===== src/rtl/seq_decoder.sv =====
// Registered N-to-2^N one-hot decoder with a self-timed scan mode that walks
// the active line across all outputs with a programmable dwell per line.
module seq_decoder #(
  parameter int unsigned N     = 2,
  parameter int unsigned DWELL = 4
) (
  input  logic                clk,
  input  logic                rst,
  input  logic                en,
  input  logic                mode,
  input  logic                load,
  input  logic [N-1:0]        i,
  output logic [(1<<N)-1:0]   y,
  output logic [N-1:0]        idx,
  output logic                valid,
  output logic                wrap
);

  localparam int unsigned W  = 1 << N;
  localparam int unsigned CW = (DWELL > 1) ? $clog2(DWELL) : 1;

  typedef enum logic [1:0] {
    S_IDLE,
    S_DECODE,
    S_SCAN
  } state_t;

  state_t          r_state;
  state_t          w_state_nxt;
  logic [CW-1:0]   r_cnt;
  logic [CW-1:0]   w_cnt_nxt;
  logic [N-1:0]    r_idx;
  logic [N-1:0]    w_idx_nxt;
  logic            r_valid;
  logic            w_valid_nxt;
  logic            r_wrap;
  logic            w_wrap_nxt;
  logic [W-1:0]    r_y;
  logic [W-1:0]    w_y_nxt;

  // Next-state and next-output logic; priority en=0 > mode change > load > dwell
  always_comb begin
    w_state_nxt = r_state;
    w_cnt_nxt   = r_cnt;
    w_idx_nxt   = r_idx;
    w_valid_nxt = r_valid;
    w_wrap_nxt  = 1'b0;

    if (!en) begin
      w_state_nxt = S_IDLE;
      w_cnt_nxt   = '0;
      w_valid_nxt = 1'b0;
    end else begin
      case (r_state)
        S_IDLE, S_DECODE: begin
          if (mode) begin
            w_state_nxt = S_SCAN;
            w_cnt_nxt   = '0;
            w_idx_nxt   = '0;
            w_valid_nxt = 1'b1;
          end else if (load) begin
            w_state_nxt = S_DECODE;
            w_idx_nxt   = i;
            w_valid_nxt = 1'b1;
          end
        end
        S_SCAN: begin
          if (!mode) begin
            // Leaving scan keeps the current line unless a new select is loaded
            w_state_nxt = S_DECODE;
            w_cnt_nxt   = '0;
            if (load) begin
              w_idx_nxt = i;
            end
          end else if (r_cnt == CW'(DWELL - 1)) begin
            w_cnt_nxt  = '0;
            w_idx_nxt  = r_idx + N'(1);
            w_wrap_nxt = (r_idx == N'(W - 1));
          end else begin
            w_cnt_nxt = r_cnt + CW'(1);
          end
        end
        default: begin
          w_state_nxt = S_IDLE;
          w_cnt_nxt   = '0;
          w_valid_nxt = 1'b0;
        end
      endcase
    end

    w_y_nxt = w_valid_nxt ? (W'(1) << w_idx_nxt) : '0;
  end

  // State and output registers
  always_ff @(posedge clk) begin
    if (rst) begin
      r_state <= S_IDLE;
      r_cnt   <= '0;
      r_idx   <= '0;
      r_valid <= 1'b0;
      r_wrap  <= 1'b0;
      r_y     <= '0;
    end else begin
      r_state <= w_state_nxt;
      r_cnt   <= w_cnt_nxt;
      r_idx   <= w_idx_nxt;
      r_valid <= w_valid_nxt;
      r_wrap  <= w_wrap_nxt;
      r_y     <= w_y_nxt;
    end
  end

  assign y     = r_y;
  assign idx   = r_idx;
  assign valid = r_valid;
  assign wrap  = r_wrap;

endmodule


===== config.mk =====
export PLATFORM = sky130hd
export DESIGN_NAME = seq_decoder
export DESIGN_NICKNAME = d
export VERILOG_FILES = /design/src/rtl/seq_decoder.sv
export SDC_FILE = /design/constraint.sdc
export NUM_CORES = 1
export LEC_CHECK = 0
export BUFFER_PORTS_ARGS = -buffer_cell sky130_fd_sc_hd__clkbuf_2
export CAP_MARGIN = 10
export CORE_AREA = 2 2 39 41
export CTS_CLUSTER_SIZE = 20
export DETAILED_ROUTE_END_ITERATION = 10
export DIE_AREA = 0 0 41 43
export HOLD_SLACK_MARGIN = 0.12
export PLACE_DENSITY = 0.71
export SETUP_SLACK_MARGIN = 0.15
export SLEW_MARGIN = 15
export SYNTH_ARGS = -nofsm -noshare
export SYNTH_HDL_FRONTEND = slang
export SYNTH_SLANG_ARGS = --single-unit

===== constraint.sdc =====
create_clock -name clk -period 4.65 [get_ports clk]
set_input_delay 0.465 -clock clk [delete_from_list [all_inputs] [get_ports clk]]
set_output_delay 0.465 -clock clk [all_outputs]
set_load 0.02 [all_outputs]

==> results.rst <==
.. list-table::
   :header-rows: 1

   * - Metric
     - Value
   * - Crit Reg-Reg Endpoint
     - y[2]
   * - Most common flop cell mapped by yosys
     - dfxtp_1
   * - Gate count after technology mapping
     - 59
   * - Worst Path Required
     - just under 5 ns
   * - Detail-routed via count per cell
     - roughly 5.5
   * - RePlAce Congestion
     - 0.822
   * - Setup TNS
     - 0 ns
   * - Internal reg-to-reg setup slack
     - 2.95 ns
   * - Final hold violation count
     - 0
   * - Area of the mapped netlist
     - 556 um2
   * - Final nets
     - 86
   * - Number of buffers added by the clock tree synthesis step
     - 3
   * - Via count of the first global-routing pass
     - 510
   * - Worst voltage drop across the vdd grid
     - 0.158 mV
   * - Delay of the slowest cell on the worst path
     - 0.53 ns
   * - H-tree lvl count
     - 1
   * - Detailed placement HPWL
     - 966 um
   * - Power Dens Cells
     - roughly 330 mW/mm2
   * - Minimum clock period after layout
     - about 1.7 ns
   * - Count of cells resized by post-cts repair
     - 0
   * - CP endpoint
     - y[2]
   * - Worst hold path startpoint
     - rst
   * - Share of flip-flops with an asynchronous set or reset
     - 0
   * - CTS root buf
     - clkbuf_4
   * - Die outline area
     - 0.00176 mm2
   * - Iter 0 DRT Violations
     - 6
   * - Largest net degree at the start of global routing
     - 11
   * - Post-synth EDFFs
     - 0
   * - Critical Path End Type
     - flop
   * - Ports
     - 15
   * - Dominant cells by area after synthesis
     - dfxtp_1, nor3_1, ha_1
   * - Number of remaining DRC errors
     - 0
   * - Die extent in x
     - about 41 um
   * - Final period utilization
     - 0.365
   * - Data arrival time of the critical path
     - 1.92 ns
   * - Critical R2R Launch
     - idx[0]
   * - Final non-filler cell total
     - 92
   * - First-pass iteration count of the detailed router
     - 4
   * - Most common cell in the synthesized netlist
     - dfxtp_1
   * - Least-Margin Pin Slew
     - 0.321 ns
   * - Number of antenna violations at the first check in global routing
     - 0
   * - Outcome
     - complete, no violations
   * - Number of port buffers
     - 14
   * - Die H
     - approximately 43 um
   * - Global-route congestion overflow total
     - 0
   * - Timing-limited maximum frequency
     - 0.589 GHz
   * - Master of the slowest instance on the critical path
     - or4b_4
   * - Register cell area after layout
     - ~240 um2
   * - Total inserted antenna cells
     - 0
   * - Portion of synthesized cell area occupied by the leading cell type
     - 0.432
   * - Worst max-slew margin expressed relative to the limit
     - 0.786
   * - Type of the setup path with the least slack
     - flop to flop
   * - Synthesized area per cell
     - 9.42 um2
   * - Num rows
     - 14
   * - Cell depth of the worst flop-to-flop path
     - 5
   * - Maximum fanout along the worst path
     - 5
   * - Effective utilization at floorplan
     - 0.401
   * - Max-cap violations
     - 0
   * - Net count of the mapped netlist
     - 68
   * - Post-CTS setup repair buffer count
     - 0
   * - Total length of routed wires
     - 1220 um
   * - Fin Clk Skew
     - approximately 0.0015 ns
   * - Cells along the critical path
     - ha_1, mux2i_1, o221a_4, or4b_4, nor3_2
   * - DR WL/cell
     - ~13 um
   * - Flip-flop and latch count after synthesis
     - 12
   * - Total Power Consumption
     - 0.000220 W
   * - Core box area
     - around 0.0014 mm2
   * - Clock transition time at the flip-flop clock pins of the worst setup and hold paths
     - 0.08 ns
   * - Critical Path Source
     - idx[0]
   * - Clk_lat worst skew
     - about 0.29 ns
   * - Overall global routing resource usage
     - 0.181
   * - Syn-to-layout area delta
     - 21.8%
   * - Wire length of the first global-routing pass
     - 2080 um
   * - Worst min path class
     - input pin to flop
   * - Layout cells sized above 1
     - 0.342
   * - Sequential-to-total area share from yosys stat
     - 0.432
   * - CTS sink cnt
     - 12
   * - Largest area contributor in the netlist
     - dfxtp_1
   * - Total vias in the final route
     - between 500 and 600
   * - Number of hold buffers added after CTS
     - 0
   * - Count of synthesis-stage warnings from yosys
     - 0
   * - Fill cell total of the finished layout
     - 143
   * - Unrepaired setup endpoints after global routing
     - false
   * - Count of placed standard cells including taps
     - 88
   * - Crit start category
     - flop
   * - Number of nets still failing antenna checks after routing
     - 0
   * - Setup violation total in the final timing report
     - 0
   * - Count of pins over their slew limit
     - 0
   * - CTS Buffer Depth
     - 2
   * - CTS tree
     - built
   * - Pleak
     - 0.300 nW
   * - Footprint of the multi-input gates
     - 303 um2
   * - Distinct cells, synth
     - 29
   * - Cell types with the highest counts after synthesis
     - dfxtp_1, nor3_1, a21oi_1, nor2_1
final cells by class:
cell class              instances  share of cell area
well taps                      16              0.0296
multi-input cells              44               0.447
flip-flops and latches         12               0.355
clock buffers                   4              0.0536
inverters                       2              0.0111
repair buffers                 14               0.104
metrics by stage:
| stage | cell area (um2) | hold slack (ns) | util | setup WS [ns] |
|---|---|---|---|---|
| 3_3_place_gp | 641 | 0.494 | 0.463 | 2.94 |
| 3_5_place_dp | 641 | 0.513 | 0.463 | 2.89 |
| 5_1_grt | 677 | 0.383 | 0.489 | 2.90 |
| 2_1_floorplan | 556 | 0.470 | - | 2.95 |
| 6_report | 677 | 0.386 | 0.489 | 2.95 |
| 4_1_cts | 677 | 0.386 | 0.489 | 2.94 |
kinds of logic after synthesis:
family | Yosys count | share of synthesized area
simple gates | 26 | 0.284
fa+ha+maj | 2 | 0.0450
flops | 12 | 0.432
buf+inv | 3 | 0.0225
compound gates | 15 | 0.198
mux | 1 | 0.0180
layout by cell type (no fill, tap or decap), types with 2 or more instances in the layout:
cell and count:
inv_1 2, dfxtp_1 12, nor2_1 4, a21oi_1 4, clkbuf_2 14, nand2_1 3, ha_1 2, o21ai_0 2
nor2b_1 3, and3_1 2, clkbuf_4 3, nor3_1 6
critical path, delay by kind of cell, from the launching register on:
kind	cells	cell delay, ns
flip-flops	1	0.36
adder cells (fa/ha/maj)	1	0.29
AO/OA/AOI/OAI	1	0.26
multiplexers	1	0.09
AND/OR/NAND/NOR	2	0.64
report_power, final:
| part | leakage [nW] | total [W] | internal (W) | switching, W |
|---|---|---|---|---|
| logic | 0.181 | 0.0000253 | 0.0000104 | 0.0000149 |
| clock network | 0.0210 | 0.0000863 | 0.0000478 | 0.0000385 |
| registers | 0.0977 | 0.000109 | 0.000106 | 0.00000306 |
routing by layer:
| layer | up-vias | part of all wire | routed length, um | global-route usage |
|---|---|---|---|---|
| li1 | 251 | - | - | - |
| met1 | 239 | 0.44 | 531 | 0.203 |
| met2 | 14 | 0.48 | 588 | 0.281 |
| met3 | 4 | 0.057 | 69 | 0.0628 |
| met4 | 0 | 0.025 | 31 | 0.100 |
| met5 | - | 0 | 0 | 0 |
state kept, by name, summed over array words and instances (netlist names):
| register | cells |
|---|---|
| idx | 2 |
| r_cnt | 2 |
| r_state | 2 |
| valid | 1 |
| wrap | 1 |
| y | 4 |
worst min-delay path by stage:
stage	end	slack [ns]	depth (start not counted)
2_1_floorplan	r_cnt[1]	0.47	2
3_3_place_gp	r_cnt[1]	0.49	2
3_5_place_dp	r_cnt[1]	0.51	2
4_1_cts	idx[0]	0.39	2
5_1_grt	idx[0]	0.38	2
6_report	idx[0]	0.39	2
No activity file was read; power rests on OpenSTA's default activity.
